**src/rtl/formula_stream_if.sv**
```systemverilog
// Streaming handshake bundle for formula_stream.
// master = producer/consumer side, slave = the datapath.
interface formula_stream_if #(
    parameter int N     = 8,
    parameter int TAG_W = 4
);
    logic                i_valid;
    logic                i_ready;
    logic signed [N-1:0] a;
    logic signed [N-1:0] b;
    logic signed [N-1:0] c;
    logic signed [N-1:0] d;
    logic                i_wrap;
    logic [TAG_W-1:0]    i_tag;
    logic                o_valid;
    logic                o_ready;
    logic signed [N-1:0] q;
    logic [TAG_W-1:0]    o_tag;
    logic                o_sat;

    modport master (
        output i_valid, a, b, c, d, i_wrap, i_tag, o_ready,
        input  i_ready, o_valid, q, o_tag, o_sat
    );

    modport slave (
        input  i_valid, a, b, c, d, i_wrap, i_tag, o_ready,
        output i_ready, o_valid, q, o_tag, o_sat
    );
endinterface

```
**src/rtl/formula_stream.sv**
```systemverilog
// formula_stream: 5-stage streaming datapath computing
//   q = clamp_or_wrap((((a-b)*(1+3c)) - 4d) >>> 1)
// Ports: clk, rst (sync, active-high); bus (formula_stream_if.slave:
//   i_valid/i_ready, a, b, c, d, i_wrap, i_tag in;
//   o_valid/o_ready, q, o_tag, o_sat out);
//   sat_clr in, sat_cnt out (saturating clamp-event counter).
// Option: define FORMULA_STREAM_ROUND_EN to round half toward +inf in S4.
module formula_stream #(
    parameter int N     = 8,
    parameter int TAG_W = 4,
    parameter int CNT_W = 16
) (
    input  logic             clk,
    input  logic             rst,
    formula_stream_if.slave  bus,
    input  logic             sat_clr,
    output logic [CNT_W-1:0] sat_cnt
);
    // Wide enough that no intermediate can overflow.
    localparam int W = 2 * N + 4;
    localparam logic signed [W-1:0] ONE  = W'(1);
    localparam logic signed [W-1:0] MAXV = W'((2 ** (N - 1)) - 1);
    localparam logic signed [W-1:0] MINV = -W'(2 ** (N - 1));

    logic                w_adv;
    logic signed [W-1:0] w_a;
    logic signed [W-1:0] w_b;
    logic signed [W-1:0] w_c;
    logic signed [W-1:0] w_d;
    logic signed [W-1:0] w_y;
    logic                w_hi;
    logic                w_lo;
    logic [N-1:0]        w_q;
    logic                w_sat;

    // S1
    logic                r_v1;
    logic signed [W-1:0] r_diff1;
    logic signed [W-1:0] r_mul1;
    logic signed [W-1:0] r_d4_1;
    logic                r_wrap1;
    logic [TAG_W-1:0]    r_tag1;
    // S2
    logic                r_v2;
    logic signed [W-1:0] r_prod2;
    logic signed [W-1:0] r_d4_2;
    logic                r_wrap2;
    logic [TAG_W-1:0]    r_tag2;
    // S3
    logic                r_v3;
    logic signed [W-1:0] r_x3;
    logic                r_wrap3;
    logic [TAG_W-1:0]    r_tag3;
    // S4
    logic                r_v4;
    logic signed [W-1:0] r_y4;
    logic                r_wrap4;
    logic [TAG_W-1:0]    r_tag4;
    // S5 (outputs)
    logic                r_v5;
    logic [N-1:0]        r_q;
    logic [TAG_W-1:0]    r_tag5;
    logic                r_sat5;
    logic [CNT_W-1:0]    r_cnt;

    // Whole pipeline moves as one; a held output stalls every stage.
    assign w_adv       = !r_v5 || bus.o_ready;
    assign bus.i_ready = w_adv;

    assign w_a = {{(W - N){bus.a[N-1]}}, bus.a};
    assign w_b = {{(W - N){bus.b[N-1]}}, bus.b};
    assign w_c = {{(W - N){bus.c[N-1]}}, bus.c};
    assign w_d = {{(W - N){bus.d[N-1]}}, bus.d};

`ifdef FORMULA_STREAM_ROUND_EN
    assign w_y = (r_x3 + ONE) >>> 1;
`else
    assign w_y = r_x3 >>> 1;
`endif

    assign w_hi = r_y4 > MAXV;
    assign w_lo = r_y4 < MINV;

    always_comb begin
        w_q   = r_y4[N-1:0];
        w_sat = 1'b0;
        if (!r_wrap4) begin
            if (w_hi) begin
                w_q   = MAXV[N-1:0];
                w_sat = 1'b1;
            end else if (w_lo) begin
                w_q   = MINV[N-1:0];
                w_sat = 1'b1;
            end
        end
    end

    always_ff @(posedge clk) begin
        if (rst) begin
            r_v1    <= 1'b0;
            r_diff1 <= '0;
            r_mul1  <= '0;
            r_d4_1  <= '0;
            r_wrap1 <= 1'b0;
            r_tag1  <= '0;
            r_v2    <= 1'b0;
            r_prod2 <= '0;
            r_d4_2  <= '0;
            r_wrap2 <= 1'b0;
            r_tag2  <= '0;
            r_v3    <= 1'b0;
            r_x3    <= '0;
            r_wrap3 <= 1'b0;
            r_tag3  <= '0;
            r_v4    <= 1'b0;
            r_y4    <= '0;
            r_wrap4 <= 1'b0;
            r_tag4  <= '0;
            r_v5    <= 1'b0;
            r_q     <= '0;
            r_tag5  <= '0;
            r_sat5  <= 1'b0;
        end else if (w_adv) begin
            r_v1    <= bus.i_valid;
            r_diff1 <= w_a - w_b;
            r_mul1  <= w_c + w_c + w_c + ONE;
            r_d4_1  <= w_d <<< 2;
            r_wrap1 <= bus.i_wrap;
            r_tag1  <= bus.i_tag;

            r_v2    <= r_v1;
            r_prod2 <= r_diff1 * r_mul1;
            r_d4_2  <= r_d4_1;
            r_wrap2 <= r_wrap1;
            r_tag2  <= r_tag1;

            r_v3    <= r_v2;
            r_x3    <= r_prod2 - r_d4_2;
            r_wrap3 <= r_wrap2;
            r_tag3  <= r_tag2;

            r_v4    <= r_v3;
            r_y4    <= w_y;
            r_wrap4 <= r_wrap3;
            r_tag4  <= r_tag3;

            r_v5    <= r_v4;
            r_q     <= w_q;
            r_tag5  <= r_tag4;
            r_sat5  <= w_sat;
        end
    end

    // Counts clamped beats actually handed to the consumer.
    always_ff @(posedge clk) begin
        if (rst || sat_clr) begin
            r_cnt <= '0;
        end else if (r_v5 && bus.o_ready && r_sat5 && (r_cnt != '1)) begin
            r_cnt <= r_cnt + 1'b1;
        end
    end

    assign bus.o_valid = r_v5;
    assign bus.q       = r_q;
    assign bus.o_tag   = r_tag5;
    assign bus.o_sat   = r_sat5;
    assign sat_cnt     = r_cnt;
endmodule

```
**src/flat_wrapper.sv**
```systemverilog
// flat-port wrapper written by rule: the top's interface ports become plain ports
module formula_stream_flat 
#(
    parameter int N     = 8,
    parameter int TAG_W = 4,
    parameter int CNT_W = 16
)
  (clk, rst, sat_clr, sat_cnt, bus_i_valid, bus_a, bus_b, bus_c, bus_d, bus_i_wrap, bus_i_tag, bus_o_ready, bus_i_ready, bus_o_valid, bus_q, bus_o_tag, bus_o_sat);
  formula_stream_if #(.N(N), .TAG_W(TAG_W)) bus_i ();
  input  logic clk;
  input  logic rst;
  input  logic sat_clr;
  output logic [CNT_W-1:0] sat_cnt;
  input wire logic [$bits(bus_i.i_valid)-1:0] bus_i_valid;
  input wire logic [$bits(bus_i.a)-1:0] bus_a;
  input wire logic [$bits(bus_i.b)-1:0] bus_b;
  input wire logic [$bits(bus_i.c)-1:0] bus_c;
  input wire logic [$bits(bus_i.d)-1:0] bus_d;
  input wire logic [$bits(bus_i.i_wrap)-1:0] bus_i_wrap;
  input wire logic [$bits(bus_i.i_tag)-1:0] bus_i_tag;
  input wire logic [$bits(bus_i.o_ready)-1:0] bus_o_ready;
  output wire logic [$bits(bus_i.i_ready)-1:0] bus_i_ready;
  output wire logic [$bits(bus_i.o_valid)-1:0] bus_o_valid;
  output wire logic [$bits(bus_i.q)-1:0] bus_q;
  output wire logic [$bits(bus_i.o_tag)-1:0] bus_o_tag;
  output wire logic [$bits(bus_i.o_sat)-1:0] bus_o_sat;
  assign bus_i.i_valid = bus_i_valid;
  assign bus_i.a = bus_a;
  assign bus_i.b = bus_b;
  assign bus_i.c = bus_c;
  assign bus_i.d = bus_d;
  assign bus_i.i_wrap = bus_i_wrap;
  assign bus_i.i_tag = bus_i_tag;
  assign bus_i.o_ready = bus_o_ready;
  assign bus_i_ready = bus_i.i_ready;
  assign bus_o_valid = bus_i.o_valid;
  assign bus_q = bus_i.q;
  assign bus_o_tag = bus_i.o_tag;
  assign bus_o_sat = bus_i.o_sat;
  formula_stream #(.N(N), .TAG_W(TAG_W), .CNT_W(CNT_W)) u_core (.clk(clk), .rst(rst), .bus(bus_i), .sat_clr(sat_clr), .sat_cnt(sat_cnt));
endmodule
```
**config.mk**
```make
export PLATFORM = sky130hd
export DESIGN_NAME = formula_stream_flat
export DESIGN_NICKNAME = d
export VERILOG_FILES = /design/src/rtl/formula_stream_if.sv /design/src/rtl/formula_stream.sv /design/src/flat_wrapper.sv
export SDC_FILE = /design/constraint.sdc
export NUM_CORES = 1
export LEC_CHECK = 0
export ABC_AREA = 1
export BUFFER_PORTS_ARGS = -buffer_cell sky130_fd_sc_hd__buf_2
export CAP_MARGIN = 20
export CORE_MARGIN = 8
export CORE_UTILIZATION = 55
export CTS_BUF_LIST = sky130_fd_sc_hd__clkbuf_4
export DETAILED_ROUTE_END_ITERATION = 7
export GPL_TIMING_DRIVEN = 0
export PLACE_DENSITY = 0.79
export SLEW_MARGIN = 10
export SYNTH_ARGS = -nofsm -noshare
export SYNTH_HDL_FRONTEND = slang
export SYNTH_SLANG_ARGS = --single-unit
export TNS_END_PERCENT = 100
```
**constraint.sdc**
```tcl
create_clock -name clk -period 10.92 [get_ports clk]
set_input_delay 1.092 -clock clk [delete_from_list [all_inputs] [get_ports clk]]
set_output_delay 1.092 -clock clk [all_outputs]
set_load 0.01 [all_outputs]
```
==> results of run 1 <==
## logic make-up (layout without fill, tap and decap cells)
| family | count (synthesis) | in the layout | synth area share (%) |
|---|---|---|---|
| buf+inv | 514 | 617 | 14.5 |
| compound gates | 312 | 312 | 12.7 |
| other cells | 0 | 1 | 0 |
| xor+xnor | 39 | 39 | 2.64 |
| fa+ha+maj | 239 | 239 | 29.0 |
| flops | 156 | 156 | 22.9 |
| simple gates | 596 | 596 | 18.3 |
## worst max-delay path, delay by kind of cell (launching register included)
family	cells	cell delay, ns
fa+ha+maj	8	4.25
compound gates	4	1.11
buf+inv	5	0.70
simple gates	4	0.52
flops	1	0.45
## flip-flops by register name (all words and copies together) (netlist names), 4 cells and up
signal,count
u_core.r_mul1,20
u_core.r_prod2,19
u_core.r_x3,19
u_core.r_y4,19
u_core.sat_cnt,16
u_core.r_diff1,9
u_core.bus.q,8
u_core.r_d4_1,8
u_core.r_d4_2,8
u_core.bus.o_tag,4
u_core.r_tag1,4
u_core.r_tag2,4
u_core.r_tag3,4
u_core.r_tag4,4
## report_power, final
group	switching (mW)	leakage, nW	internal (mW)
Clock	0.241	0.153	0.107
Sequential	0.0609	1.29	0.665
Combinational	1.03	6.90	0.596
## routing by layer
layer  GRT usage (%)  share of wire, %
met2            38.5                48
met5               0                 0
met3            3.75               6.1
met1            27.7                43
met4            7.98               3.1
## per-stage QoR
stage	cells	total power, mW	utilization (%)
floorplan	1856	1.92	-
global placement	2251	2.33	59.2
detailed placement	2251	2.35	59.2
CTS	2283	2.71	60.4
global route	2284	2.98	60.4
finish	2284	2.70	60.4
## layout make-up
type,instances,area [um2],area share (%)
sequential,156,3120,21.3
buffer,71,322,2.19
inverter,443,1660,11.3
timing repair buffer,71,355,2.42
clock buffer,18,135,0.920
multi-input combinational,1186,8540,58.1
clock inverter,14,144,0.980
antenna,1,2.50,0.0170
tap,324,405,2.76
## placed cells by master (no fill, tap or decap), types with 10 or more instances in the layout
master / n
a21oi_1: 100
buf_2: 76
clkbuf_1: 54
clkbuf_4: 18
dfxtp_1: 156
fa_1: 128
ha_1: 111
inv_1: 442
nand2_1: 319
nand3_1: 58
nand4_1: 10
nor2_1: 160
nor3_1: 10
o211ai_1: 12
o21ai_0: 145
o21bai_1: 24
xor2_1: 29
## worst max-delay path by stage
| stage | startpoint | depth (start not counted) | slack, ns | endpoint |
|---|---|---|---|---|
| floorplan | u_core.r_diff1[18]$_SDFFE_PP0P_ | 27 | 4.76 | u_core.r_prod2[16]$_SDFFE_PP0P_ |
| global placement | u_core.r_diff1[18]$_SDFFE_PP0P_ | 25 | 3.93 | u_core.r_prod2[19]$_SDFFE_PP0P_ |
| detailed placement | u_core.r_diff1[18]$_SDFFE_PP0P_ | 21 | 3.81 | u_core.r_prod2[19]$_SDFFE_PP0P_ |
| CTS | u_core.r_diff1[18]$_SDFFE_PP0P_ | 21 | 3.78 | u_core.r_prod2[19]$_SDFFE_PP0P_ |
| global route | u_core.r_diff1[18]$_SDFFE_PP0P_ | 21 | 3.33 | u_core.r_prod2[19]$_SDFFE_PP0P_ |
| finish | u_core.r_diff1[18]$_SDFFE_PP0P_ | 21 | 3.81 | u_core.r_prod2[19]$_SDFFE_PP0P_ |
==> flow_summary.yaml, run 1 <==
status:
  status: "finished, final reports clean"
min_path:
  min_from: "u_core.r_v4$_SDFFE_PP0P_"
  holdPathStages: 2
  holdPathEnd: "u_core.r_v4$_SDFFE_PP0P_"
  min_path_type: "flip-flop to flip-flop"
floorplan:
  fp.dieH_um: 174
  start_util_pct: 56.1
  dieArea_um2: 30100
  die_w_um: 174
  rows: 57
  io_pins: 73
  core_area_um2: 24300
clock_network:
  post-cts-setup-buffer-count: 0
  cts_tree: "done"
  cts_hold_buf: 0
  clk_pin_slew_worst_paths_ns: 0.14
  root_buffer: "clkbuf_4"
  cts.sink_count: 156
  htree_levels: 4
  cts_buffers: 17
  ctsLongestPathBuffers: 2
  clk_latency_ns: 0.57
  cts_resized: 0
worst_setup_path:
  ff2ff_path_depth: 21
  rrSetupSlack_ns: 3.81
  cpPeakStageDelay_ns: 0.72
  crit_slowest_cell: "fa_1"
  critPathMaxFanout: 10
  critical_path.endpoint_type: "flip-flop"
  rr_startpoint: "u_core.r_diff1[18]$_SDFFE_PP0P_"
  critPathLaunchType: "flip-flop"
  path_cells: "clkbuf_1 -> nand2_1 -> fa_1 -> inv_1 -> fa_1 -> inv_1 -> fa_1 -> fa_1 -> fa_1 -> fa_1 -> inv_1 -> fa_1 -> ha_1 -> a21oi_1 -> o21ai_0 -> a31oi_1 -> a21boi_0 -> nand3b_1 -> nand3_1 -> nand2_1 -> inv_1"
  r2r_end: "u_core.r_prod2[19]$_SDFFE_PP0P_"
  worst-setup-path-type: "flip-flop to flip-flop"
  critPathMostFrequentCell: "fa_1"
  crit_required_ns: 11.40
  cp_data_arrival_time_ns: 7.59
sta:
  fin_ws_ns: 3.81
  max_clock_freq_ghz: 0.141
  period_share_pct: 65.1
  slew_headroom_pct: 42.8
  hold_slack_ns: 0.472
  setup_viol: 0
  timing.clock.skew_ns: 0.0293
  rsz0062_at_grt: "no"
  fin_crit_ns: 7.11
  finalHoldViolCount: 0
  slew_violations: 0
  worst_slew_pin_slew_ns: 0.848
  final.setup.tns_ns: 0
route:
  routed_wirelength_um: 33800
  wl_per_cell_um: 14.8
  firstDrtPassIters: 5
  detail_route.vias_per_cell: 5.22
  via_count: 11900
  drc: 0
  drt_iter0_markers: 732
  ant_nets: 0
pwr:
  vdd_drop_max_mv: 0.151
  powerDensity_nw_per_um2: 184
  leakagePower_nw: 8.34
placed_design:
  io_buffer_count: 71
  dp_hpwl_um: 27200
  dpl_cell_area_um2: 14400
  gp_congestion: 0.924
  post-place-ws_ns: 3.81
synthesis:
  synthMostInstantiatedCell: "inv_1"
  synth_area_um2: 13600
  ys_top_cells_by_area: "dfxtp_1 (23%), fa_1 (19%), inv_1 (12%)"
  synth_edf_count: 0
  synth_top_area_cell: "dfxtp_1"
  synth_seq_cells: 156
  ys_warn_count: 0
  synth_top_area_share_pct: 22.9
  synth-seq-area-share_pct: 22.9
  syn-num-nets: 2137
  syn_area_per_cell_um2: 7.35
  async_flop_share_pct: 0
  synth_cells: 1856
  synth_cell_types: 48
  netlist_top_cells_count: "inv_1 (442), nand2_1 (319), nor2_1 (160)"
  synth_ff_type: "dfxtp_1"
global_routing:
  grt_max_degree: 18
  grt_pass1_wl_um: 56100
  grt_pass1_vias: 11800
  grt_overflow: 0
  grt_usage_pct: 22.3
  antenna_found_initial: 1
cells_and_area:
  drive_gt1_share_pct: 7.25
  syn2layout_area_growth_pct: 7.64
  fin_area_um2: 14700
  n_fill_cell: 2217
  final_nets: 2227
flow_run:
  cap_violations: 0
No activity file was read; power rests on OpenSTA's default activity.
==> run 2: changes to the inputs <==
--- a/config.mk
+++ b/config.mk
@@ -13,7 +13,7 @@
 export CTS_BUF_LIST = sky130_fd_sc_hd__clkbuf_4
 export DETAILED_ROUTE_END_ITERATION = 7
 export GPL_TIMING_DRIVEN = 0
-export PLACE_DENSITY = 0.79
+export PLACE_DENSITY = 0.82
 export SLEW_MARGIN = 10
 export SYNTH_ARGS = -nofsm -noshare
 export SYNTH_HDL_FRONTEND = slang
==> constraint.sdc (replaced) <==
create_clock -name clk -period 6.22 [get_ports clk]
set_input_delay 0.622 -clock clk [delete_from_list [all_inputs] [get_ports clk]]
set_output_delay 0.622 -clock clk [all_outputs]
set_load 0.01 [all_outputs]
==> flow_summary.yaml, run 2 (same netlist as run 1, synthesis figures left out) <==
sta:
  slew_violations: 0
  worst_slew_pin_slew_ns: 0.820
  fin_crit_ns: 6.12
  fin_ws_ns: 0.102
  max_clock_freq_ghz: 0.163
  period_share_pct: 98.4
  slew_headroom_pct: 44.7
  setup_viol: 0
  timing.clock.skew_ns: 0.0260
  finalHoldViolCount: 0
  rsz0062_at_grt: "yes"
route:
  detail_route.vias_per_cell: 5.30
  ant_nets: 0
  wl_per_cell_um: 15.3
  routed_wirelength_um: 34800
  firstDrtPassIters: 8
  drt_iter0_markers: 819
  via_count: 12100
  drc: 0
worst_setup_path:
  critical_path.endpoint_type: "flip-flop"
  cp_data_arrival_time_ns: 6.58
  rr_startpoint: "u_core.r_diff1[18]$_SDFFE_PP0P_"
  critPathMaxFanout: 5
  r2r_end: "u_core.r_prod2[19]$_SDFFE_PP0P_"
  crit_required_ns: 6.68
  rrSetupSlack_ns: 0.10
  ff2ff_path_depth: 25
  critPathLaunchType: "flip-flop"
  crit_start: "u_core.r_diff1[18]$_SDFFE_PP0P_"
  worst-setup-path-type: "flip-flop to flip-flop"
pwr:
  net-switching-power_mw: 2.58
  power_mw: 5.24
  comb_power_share_pct: 63.2
  swShare_pct: 49.2
  clkPwrFrac_pct: 11.7
  p_int_mw: 2.66
  vdd_drop_max_mv: 0.291
  p_seq_share_pct: 25.1
  powerDensity_nw_per_um2: 348
  leakagePower_nw: 8.46
floorplan:
  io_pins: 73
  core_area_um2: 24300
  start_util_pct: 56.1
  fp.dieH_um: 174
  die_w_um: 174
  rows: 57
  dieArea_um2: 30100
placed_design:
  dp_hpwl_um: 27500
  gp_congestion: 0.904
  post-place-ws_ns: -0.851
  io_buffer_count: 71
clock_network:
  clk_pin_slew_worst_paths_ns: 0.15
  ctsLongestPathBuffers: 2
  cts_tree: "done"
  clk_latency_ns: 0.57
  cts.sink_count: 156
  root_buffer: "clkbuf_4"
  htree_levels: 4
  cts_buffers: 17
  cts_hold_buf: 0
cells_and_area:
  regMostFlops: "u_core.r_mul1"
  largest_reg_flops: 20
  n_fill_cell: 2113
  final_cell_mix: "inv_1 (430), nand2_1 (312), nor2_1 (159), o21ai_0 (142), dfxtp_1 (141)"
  seqCellArea_um2: 3160
  drive_gt1_share_pct: 11.2
  final_nets: 2224
  final_common_cell: "inv_1"
  syn2layout_area_growth_pct: 10.3
  multi_input_area_um2: 8740
min_path:
  holdPathEnd: "u_core.r_d4_1[4]$_SDFFE_PP0P_"
  min_from: "bus_d[2]"
  min_path_type: "input pin to flip-flop"
  holdPathStages: 3
global_routing:
  grt_pass1_wl_um: 57000
  grt_pass1_vias: 12000
  grt_max_degree: 20
  antenna_found_initial: 1
  grt_overflow: 0
  grt_usage_pct: 22.8
flow_run:
  cap_violations: 0
status:
  status: "finished, final reports clean"
-- run 2: stage by stage --
stage               hold WS, ns  util [%]  area, um2  setup TNS (ns)  cells
floorplan                 0.430         -      13600               0   1856
global placement          0.448      59.2      14400           -2.36   2251
detailed placement        0.454      59.2      14400           -3.05   2251
CTS                       0.253      60.8      14800         -0.0169   2273
global route              0.256      61.9      15000         -0.0862   2281
finish                    0.284      61.9      15000               0   2281
-- run 2: power by group through the flow --
stage | Combinational (mW) | Sequential, mW | Clock (mW)
after floorplan | 2.11 | 1.26 | 0
after global placement | 2.77 | 1.29 | 0
after detailed placement | 2.85 | 1.29 | 0
after CTS | 2.92 | 1.31 | 0.620
after global routing | 3.73 | 1.33 | 0.664
final | 3.31 | 1.31 | 0.615
-- run 2: how the worst max path moves through the flow --
stage,end,slack (ns),cells past startpoint
floorplan,u_core.r_prod2[16]$_SDFFE_PP0P_,0.06,27
global placement,u_core.r_prod2[19]$_SDFFE_PP0P_,-0.73,25
detailed placement,u_core.r_prod2[19]$_SDFFE_PP0P_,-0.85,25
CTS,u_core.r_prod2[19]$_SDFFE_PP0P_,-0.02,25
global route,u_core.r_prod2[19]$_SDFFE_PP0P_,-0.05,25
finish,u_core.r_prod2[19]$_SDFFE_PP0P_,0.10,25
-- run 2: final cells by class --
type                       count  share of cell area, %
multi-input combinational   1186                   58.1
sequential                   156                   21.0
inverter                     443                   11.1
timing repair buffer          80                   2.95
tap                          324                   2.69
buffer                        59                   2.29
clock inverter                15                   1.05
clock buffer                  17                  0.848
antenna                        1                 0.0166
-- run 2: routing by layer --
metal  track usage (%)  vias up  routed length [um]
met2              38.6      457               16600
met1              28.0     5679               14400
li1                  -     5858                   -
met5                 0        -                   0
met3              4.86      102                2550
met4              8.91        0                1270
-- run 2: repair_timing --
| action | 4_1_cts | 5_1_grt |
|---|---|---|
| buffers inserted | 2 | 6 |
| pin swaps | 4 | 23 |
| endpoints found under the setup margin | 8 | 8 |
| cloned | 0 | 1 |
| endpoints found under the hold margin | 0 | 0 |
| resized for setup | 45 | 69 |
-- run 2: critical path, cell delays in order (launching register included) --
cell,delay (ns)
dfxtp_4,0.43
buf_8,0.13
nand2_2,0.06
fa_2,0.62
buf_6,0.14
fa_1,0.43
buf_4,0.16
fa_1,0.51
inv_1,0.05
fa_1,0.47
fa_1,0.52
fa_1,0.55
inv_1,0.08
fa_1,0.50
inv_1,0.07
ha_4,0.25
inv_2,0.06
o21bai_1,0.10
nand2_1,0.07
nand2_1,0.05
a31oi_2,0.16
a21boi_4,0.24
nand3b_1,0.15
nand3_2,0.08
nand2_1,0.10
inv_1,0.05
==> run 3: changes to the inputs <==
--- a/config.mk
+++ b/config.mk
@@ -13,7 +13,7 @@
 export CTS_BUF_LIST = sky130_fd_sc_hd__clkbuf_4
 export DETAILED_ROUTE_END_ITERATION = 7
 export GPL_TIMING_DRIVEN = 0
-export PLACE_DENSITY = 0.82
+export PLACE_DENSITY = 0.79
 export SLEW_MARGIN = 10
 export SYNTH_ARGS = -nofsm -noshare
 export SYNTH_HDL_FRONTEND = slang
==> constraint.sdc (replaced) <==
create_clock -name clk -period 6.88 [get_ports clk]
set_input_delay 0.688 -clock clk [delete_from_list [all_inputs] [get_ports clk]]
set_output_delay 0.688 -clock clk [all_outputs]
set_load 0.01 [all_outputs]
==> flow_summary.yaml, run 3 (same netlist as run 1, synthesis figures left out) <==
route:
  routed_wirelength_um: 33800
  wl_per_cell_um: 14.8
  via_count: 11900
  drc: 0
  ant_nets: 0
  drt_iter0_markers: 797
  firstDrtPassIters: 5
  detail_route.vias_per_cell: 5.23
worst_setup_path:
  rrSetupSlack_ns: 0.27
  critPathMaxFanout: 10
  critical_path.endpoint_type: "flip-flop"
  critPathLaunchType: "flip-flop"
  crit_required_ns: 7.35
  worst-setup-path-type: "flip-flop to flip-flop"
  cp_data_arrival_time_ns: 7.09
clock_network:
  cts_buffers: 17
  clk_pin_slew_worst_paths_ns: 0.16
  post-cts-setup-buffer-count: 0
  ctsLongestPathBuffers: 2
  cts_tree: "done"
  htree_levels: 4
  cts.sink_count: 156
  clk_latency_ns: 0.57
  root_buffer: "clkbuf_4"
global_routing:
  grt_max_degree: 18
  grt_pass1_vias: 11800
  grt_pass1_wl_um: 56100
  antenna_found_initial: 1
  grt_overflow: 0
  grt_usage_pct: 22.3
floorplan:
  fp.dieH_um: 174
  start_util_pct: 56.1
  rows: 57
  core_area_um2: 24300
  io_pins: 73
  dieArea_um2: 30100
  die_w_um: 174
placed_design:
  dp_hpwl_um: 27200
  post-place-ws_ns: -0.231
  gp_congestion: 0.924
  post-place-cells: 2251
  io_buffer_count: 71
sta:
  timing.clock.skew_ns: 0.0291
  finalHoldViolCount: 0
  slew_violations: 0
  period_share_pct: 96.1
  fin_ws_ns: 0.267
  rsz0062_at_grt: "yes"
  max_clock_freq_ghz: 0.151
  fin_crit_ns: 6.61
  slew_headroom_pct: 44.6
  setup_viol: 0
  worst_slew_pin_slew_ns: 0.822
  final.setup.tns_ns: 0
pwr:
  p_int_mw: 2.18
  clkPwrFrac_pct: 12.8
  vdd_drop_max_mv: 0.241
  power_mw: 4.30
  comb_power_share_pct: 60.2
  leakagePower_nw: 8.36
  powerDensity_nw_per_um2: 293
  swShare_pct: 49.4
  net-switching-power_mw: 2.12
  p_seq_share_pct: 27.0
cells_and_area:
  instances_no_fill: 2281
  largest_reg_flops: 20
  final_nets: 2224
  n_fill_cell: 2222
  final_cell_mix: "inv_1 (442), nand2_1 (319), nor2_1 (160), dfxtp_1 (155), o21ai_0 (145)"
  syn2layout_area_growth_pct: 7.74
  final_common_cell: "inv_1"
  drive_gt1_share_pct: 7.87
  regMostFlops: "u_core.r_mul1"
min_path:
  min_path_type: "input pin to flip-flop"
flow_run:
  cap_violations: 0
status:
  status: "finished, final reports clean"
## run 3: cell count changes in the layout (fill, tap and decap cells not counted), sizes merged
cell      previous run  this run
buf                100        88
clkbuf              56        69
inv                448       452
bufinv               1         0
clkinv               7         4
clkinvlp             2         1
## run 3: critical path, cell delays in order (launching register included)
cell      delay [ns]
dfxtp_1         0.37
buf_4           0.22
clkbuf_1        0.53
nand2_1         0.17
fa_1            0.58
inv_1           0.05
ha_1            0.27
inv_1           0.05
fa_1            0.51
fa_1            0.52
fa_1            0.55
inv_1           0.06
fa_1            0.54
inv_1           0.06
fa_1            0.57
inv_1           0.06
ha_1            0.34
nand2_1         0.11
inv_1           0.06
nand2_1         0.06
nand2_1         0.04
a31oi_1         0.17
a21boi_2        0.29
nand3b_1        0.14
nand3_1         0.09
nand2_1         0.08
inv_1           0.03
## run 3: final cells by class
class / count / area (um2) / area share [%]
flip-flops and latches: 156 / 3120 / 21.3
clock inverters: 14 / 144 / 0.979
repair buffers: 71 / 355 / 2.42
well taps: 324 / 405 / 2.76
clock buffers: 18 / 135 / 0.919
inverters: 443 / 1660 / 11.3
diodes: 1 / 2.50 / 0.0170
plain buffers: 68 / 322 / 2.19
multi-input cells: 1186 / 8550 / 58.2
## run 3: routing by layer
layer  part of all wire (%)  global-route usage, %
met1                     43                   27.7
met2                     48                   38.5
met3                    6.0                   3.70
met4                    2.8                   7.94
met5                      0                      0
## run 3: power by group through the flow
stage               Sequential, mW  Combinational, mW  Clock, mW
floorplan                     1.14               1.91          0
global placement              1.16               2.53          0
detailed placement            1.16               2.57          0
CTS                           1.15               2.59      0.556
global route                  1.17               2.98      0.590
finish                        1.16               2.59      0.551
## run 3: through the flow
stage	util, %	cell area (um2)	hold WS (ns)
floorplan	-	13600	0.430
global placement	59.2	14400	0.448
detailed placement	59.2	14400	0.450
CTS	60.4	14700	0.327
global route	60.5	14700	0.326
finish	60.5	14700	0.356
## run 3: path summary, 6_finish.rpt
check | cells after the start | from | to
max | 26 | u_core.r_diff1[2]$_SDFFE_PP0P_ | u_core.r_prod2[19]$_SDFFE_PP0P_
min | 3 | bus_d[3] | u_core.r_d4_1[5]$_SDFFE_PP0P_
max reg2reg | 26 | u_core.r_diff1[2]$_SDFFE_PP0P_ | u_core.r_prod2[19]$_SDFFE_PP0P_
min reg2reg | 2 | u_core.r_v4$_SDFFE_PP0P_ | u_core.r_v4$_SDFFE_PP0P_
## run 3: repair_timing
action,in CTS,in global routing
resized for setup,2,19
hold buffers,0,0
endpoints found under the setup margin,1,2
